[src/rtl/note_divider.sv]
// ----------------------------------------------------------------------------
// note_divider
//
// Programmable square-wave tone divider. Divides clock_in by a run-time
// divisor with a selectable duty cycle, emits a one-cycle tick per completed
// period, and only switches divisor or duty at period boundaries, so the
// output never produces a runt pulse.
//
// Parameters:
//   WIDTH        width of the period counter and divisor
//   DEFAULT_DIV  divisor in use after reset (must be >= 2)
//
// Ports:
//   clock_in    in   system clock, all state moves on its rising edge
//   reset_n     in   asynchronous active-low reset
//   enable      in   run the divider; low holds it idle at count 0
//   div_in      in   candidate divisor
//   div_load    in   one-cycle strobe capturing div_in
//   duty_sel    in   00=50%, 01=25%, 10=12.5%, 11=75%
//   clock_out   out  registered divided square wave
//   tick        out  registered one-cycle pulse per completed period
//   pending     out  an accepted divisor waits for the next boundary
//   load_err    out  one-cycle pulse after a rejected load (div_in < 2)
//   active_div  out  divisor currently in use
// ----------------------------------------------------------------------------
module note_divider #(
    parameter int          WIDTH       = 28,
    parameter int unsigned DEFAULT_DIV = 24000000
) (
    input  logic             clock_in,
    input  logic             reset_n,
    input  logic             enable,
    input  logic [WIDTH-1:0] div_in,
    input  logic             div_load,
    input  logic [1:0]       duty_sel,
    output logic             clock_out,
    output logic             tick,
    output logic             pending,
    output logic             load_err,
    output logic [WIDTH-1:0] active_div
);

    localparam logic [WIDTH-1:0] DEF_DIV = WIDTH'(DEFAULT_DIV);
    localparam logic [WIDTH-1:0] ONE     = WIDTH'(1);
    localparam logic [WIDTH-1:0] TWO     = WIDTH'(2);

    // Number of high cycles per period for divisor d and duty code sel.
    // Truncating shifts; a result of zero yields a constant-low output.
    function automatic logic [WIDTH-1:0] high_len(
        input logic [WIDTH-1:0] d,
        input logic [1:0]       sel
    );
        logic [WIDTH-1:0] h;
        case (sel)
            2'b00:   h = d >> 1;
            2'b01:   h = d >> 2;
            2'b10:   h = d >> 3;
            default: h = d - (d >> 2);
        endcase
        return h;
    endfunction

    logic [WIDTH-1:0] counter_q,     counter_d;
    logic [WIDTH-1:0] active_div_q,  active_div_d;
    logic [WIDTH-1:0] pending_div_q, pending_div_d;
    logic             pending_q,     pending_d;
    logic [1:0]       duty_q,        duty_d;
    logic             clock_out_q,   clock_out_d;
    logic             tick_q,        tick_d;
    logic             load_err_q,    load_err_d;

    logic [WIDTH-1:0] high_cycles;
    logic             wrap;
    logic             load_ok;
    logic             load_bad;

    assign high_cycles = high_len(active_div_q, duty_q);
    // The counter never exceeds active_div_q-1 because the divisor only
    // changes when the counter is being cleared.
    assign wrap        = (counter_q == (active_div_q - ONE));
    assign load_ok     = div_load && (div_in >= TWO);
    assign load_bad    = div_load && (div_in <  TWO);

    // ---- next-state: counter, waveform, boundary and load handling ----
    always_comb begin
        counter_d     = counter_q;
        active_div_d  = active_div_q;
        pending_div_d = pending_div_q;
        pending_d     = pending_q;
        duty_d        = duty_q;
        clock_out_d   = clock_out_q;
        tick_d        = 1'b0;
        load_err_d    = load_bad;

        if (enable) begin
            counter_d   = wrap ? '0 : counter_q + ONE;
            clock_out_d = (counter_q < high_cycles);
            tick_d      = wrap;
            if (wrap) begin
                duty_d = duty_sel;
                if (pending_q) begin
                    active_div_d = pending_div_q;
                    pending_d    = 1'b0;
                end
            end
        end else begin
            // Idle: park at count 0 and take any waiting divisor/duty now,
            // so a re-enable always starts a clean full period.
            counter_d   = '0;
            clock_out_d = 1'b0;
            duty_d      = duty_sel;
            if (pending_q) begin
                active_div_d = pending_div_q;
                pending_d    = 1'b0;
            end
        end

        // A load coinciding with a boundary is applied after the boundary
        // has consumed the previously pending value, so it stays pending.
        if (load_ok) begin
            pending_div_d = div_in;
            pending_d     = 1'b1;
        end
    end

    // ---- state registers ----
    always_ff @(posedge clock_in or negedge reset_n) begin
        if (!reset_n) begin
            counter_q     <= '0;
            active_div_q  <= DEF_DIV;
            pending_div_q <= DEF_DIV;
            pending_q     <= 1'b0;
            duty_q        <= 2'b00;
            clock_out_q   <= 1'b0;
            tick_q        <= 1'b0;
            load_err_q    <= 1'b0;
        end else begin
            counter_q     <= counter_d;
            active_div_q  <= active_div_d;
            pending_div_q <= pending_div_d;
            pending_q     <= pending_d;
            duty_q        <= duty_d;
            clock_out_q   <= clock_out_d;
            tick_q        <= tick_d;
            load_err_q    <= load_err_d;
        end
    end

    assign clock_out  = clock_out_q;
    assign tick       = tick_q;
    assign pending    = pending_q;
    assign load_err   = load_err_q;
    assign active_div = active_div_q;

endmodule

[config.mk]
export PLATFORM = sky130hd
export DESIGN_NAME = note_divider
export DESIGN_NICKNAME = d
export VERILOG_FILES = /design/src/rtl/note_divider.sv
export SDC_FILE = /design/constraint.sdc
export NUM_CORES = 1
export LEC_CHECK = 0
export ABC_AREA = 1
export CELL_PAD_IN_SITES_DETAIL_PLACEMENT = 1
export CELL_PAD_IN_SITES_GLOBAL_PLACEMENT = 1
export CORE_ASPECT_RATIO = 1.5
export CORE_MARGIN = 2
export CORE_UTILIZATION = 47
export CTS_BUF_LIST = sky130_fd_sc_hd__clkbuf_4 sky130_fd_sc_hd__clkbuf_8
export DETAILED_ROUTE_END_ITERATION = 8
export GPL_ROUTABILITY_DRIVEN = 1
export PLACE_DENSITY = 0.91
export SETUP_SLACK_MARGIN = 0.15
export SKIP_CTS_REPAIR_TIMING = 1
export SLEW_MARGIN = 0
export SYNTH_ARGS = -nofsm -noshare
export SYNTH_HDL_FRONTEND = slang
export SYNTH_SLANG_ARGS = --single-unit
[constraint.sdc]
create_clock -name clock_in -period 7.8 [get_ports clock_in]
set_clock_uncertainty 0.15 [all_clocks]
set_input_delay 1.17 -clock clock_in [delete_from_list [all_inputs] [get_ports clock_in]]
set_output_delay 1.17 -clock clock_in [all_outputs]
set_load 0.02 [all_outputs]
==> metrics.csv <==
metric,value,unit
rrSetupSlack,3.73,ns
clk_latency,0.37,ns
hold_path_end,active_div[10]$_DFFE_PN1P_,
p_leak,4.068,nW
grt_max_degree,78,
rsz0062_at_grt,no,
grt_pass1_wl,41740,µm
cts_max_path_buffers,2,
wl_per_cell,18.42,µm
worstSetupPathType,reg -> reg,
synth-seq-cells,90,
syn2layout_area_growth,12.95,%
grt_pass1_vias,8535,
antenna_cells,0,
yosysWarnings,0,
maxSlewViolCount,0,
ys_seq_area_share,29.35,%
syn_nets,1203,
yosys.area.top_type,dfrtp_1,
drtIter0Drc,332,
cap_viol_max_count,0,
clk_root_buffer_cell,clkbuf_8,
cts_buffers,9,
cp.arrival,4.22,ns
synth.distinct_cells,46,
irDropWorstVdd,149.0,µV
cp.required,7.95,ns
synth_area_leaders,"dfrtp_1 (23%), nand2_1 (13%), ha_1 (8.9%)",
fin_crit,4.065,ns
rr_worst_depth,18,
tns,0,ns
die-area,17570,µm²
power,1.808,mW
synth_common_cells,"nand2_1 (274), nor2_1 (127), inv_1 (121)",
overflow,0,
firstDrtPassIters,5,
row_count,57,
cts_tree,built,
cts.htree.levels,3,
fp.coreArea,16190,µm²
place_inst,1360,
yosys.cell_count.top_type,nand2_1,
routabilityCongestion,0.9243,
hold_depth,2,
fmaxAchievable,246.0,MHz
reg2reg_from,active_div[4]$_DFFE_PN0P_,
antenna_found_initial,0,
p_per_area,206.3,nW/µm²
top_level_ports,66,
grtUsageTotal,30.15,%
vias,7946,
hold_violations,0,
r2r_end,clock_out$_DFF_PN0_,
avgSynthCellArea,6.971,µm²
final.period_utilization,52.12,%
slew_headroom,33.94,%
via_per_inst,5.775,
drive_gt1_share,6.410,%
synth_ff_type,dfrtp_1,
end_kind,flop,
die_w,108.9,µm
ant_nets,0,
cts_sinks,90,
layoutNonFillerInstCount,1376,
synth_area,7759,µm²
synthCells,1113,
drc_errors,0,
portBuffers,65,
worstPathMaxFanout,8,
synth_top_area_share,22.58,%
synth_edf_count,0,
status,"complete, no violations",
hold_class,reg -> reg,
tightest_slew,0.9908,ns
hold_start,pending_div_q[10]$_DFFE_PN1P_,
drt-total-wl,25350,µm
clk_pin_slew_worst_paths,0.10,ns
startpoint_type,flop,
die_height,161.4,µm
async_reset_ff_share,100.0,%
nets,1255,
start_util,47.92,%
setup_viol,0,
dpl.hpwl,19970,µm
## per-stage QoR
| step | util [%] | worst slack, ns | hold slack, ns | instance area [µm²] |
|---|---|---|---|---|
| floorplan | - | 4.481 | 0.3037 | 7759 |
| global placement | 52.76 | 3.890 | 0.3157 | 8541 |
| detailed placement | 52.76 | 3.751 | 0.3243 | 8541 |
| CTS | 54.13 | 3.723 | 0.3390 | 8763 |
| global route | 54.13 | 3.385 | 0.3679 | 8763 |
| finish | 54.13 | 3.735 | 0.3399 | 8763 |
## final cells by class
type	count	area, µm²
Fill cell	2149	7426
Multi-Input combinational cell	870	4855
Sequential cell	90	2277
Timing Repair Buffer	70	685.7
Inverter	124	465.4
Tap cell	206	257.7
Clock buffer	9	123.9
Clock inverter	7	98.84
## cell usage in the layout (no fill, tap or decap), types with 2 or more instances in the layout
| cell | Yosys | final |
|---|---|---|
| clkdlybuf4s50_1 | 0 | 64 |
| o211ai_1 | 3 | 3 |
| nor4_1 | 8 | 8 |
| o221ai_1 | 14 | 14 |
| nor3_1 | 16 | 16 |
| o21a_1 | 3 | 3 |
| bufinv_16 | 0 | 2 |
| nand3_2 | 2 | 2 |
| mux2_2 | 12 | 12 |
| xor2_1 | 34 | 34 |
| o21ai_0 | 67 | 67 |
| a31oi_1 | 3 | 3 |
| a21oi_1 | 62 | 62 |
| o21bai_1 | 3 | 3 |
| nand2_1 | 274 | 274 |
| inv_1 | 121 | 121 |
| nor2_4 | 2 | 2 |
| o22ai_1 | 12 | 12 |
| nand3b_1 | 5 | 5 |
| nand2_2 | 2 | 2 |
| a21o_1 | 6 | 6 |
| nand3_1 | 80 | 80 |
| a221oi_1 | 6 | 6 |
| nor2_1 | 127 | 127 |
| inv_2 | 2 | 2 |
| dfstp_2 | 20 | 20 |
| inv_6 | 0 | 2 |
| or2_2 | 3 | 3 |
| dfrtp_1 | 70 | 70 |
| nor2_2 | 6 | 6 |
| buf_4 | 4 | 6 |
| nand4_1 | 20 | 20 |
| ha_1 | 55 | 55 |
| nand2_4 | 2 | 2 |
| clkbuf_8 | 0 | 9 |
| xnor2_1 | 29 | 29 |
| a21boi_0 | 2 | 2 |
| a211oi_1 | 4 | 4 |
## critical path, stage by stage, from the launching register on
cell       delay [ns]
dfrtp_1          0.56
inv_1            0.19
ha_1             0.43
a21oi_1          0.12
nand2_1          0.18
a21boi_0         0.18
o21ai_0          0.53
nand2_1          0.12
nand2_1          0.15
a21oi_1          0.08
o21ai_0          0.09
o21ai_0          0.14
ha_1             0.35
a21oi_1          0.17
o21a_1           0.17
o221ai_1         0.11
nand2_1          0.07
o2111ai_1        0.09
a21oi_1          0.13
## routing by layer
metal | vias up | global-route usage (%) | part of all wire, %
li1 | 3815 | - | -
met1 | 3908 | 34.04 | 40
met2 | 151 | 55.48 | 53
met3 | 72 | 2.906 | 2.4
met4 | 0 | 14.28 | 4.6
met5 | - | 0 | 0
## how the worst max path moves through the flow
stage,from,endpoint,slack (ns),depth (start not counted)
6_report,active_div[4]$_DFFE_PN0P_,clock_out$_DFF_PN0_,3.73,18
5_1_grt,active_div[4]$_DFFE_PN0P_,clock_out$_DFF_PN0_,3.38,18
4_1_cts,active_div[4]$_DFFE_PN0P_,clock_out$_DFF_PN0_,3.72,18
3_5_place_dp,active_div[4]$_DFFE_PN0P_,clock_out$_DFF_PN0_,3.75,18
3_3_place_gp,active_div[4]$_DFFE_PN0P_,clock_out$_DFF_PN0_,3.89,18
2_1_floorplan,active_div[0]$_DFFE_PN0P_,clock_out$_DFF_PN0_,4.48,21
## registers in the layout, indices dropped and copies added (netlist names)
register and flops:
clock_out 1, active_div 28, pending 1, duty_q 2, counter_q 28, pending_div_q 28
tick 1, load_err 1
## where the power goes
part	total, mW	switching (mW)	internal (mW)
registers	0.600	0.0860	0.514
logic	0.845	0.538	0.308
clock network	0.362	0.179	0.183
total	1.81	0.803	1.00
## cells by family (layout without fill, tap and decap cells)
logic type / Yosys count / count (layout) / share of synthesized area, %
simple gates: 549 / 549 / 30.27
compound gates: 190 / 190 / 14.32
buf+inv: 153 / 210 / 8.079
flops: 90 / 90 / 29.35
xor+xnor: 63 / 63 / 7.112
fa+ha+maj: 56 / 56 / 9.128
mux: 12 / 12 / 1.742
Power figures use the tool's default switching activity.
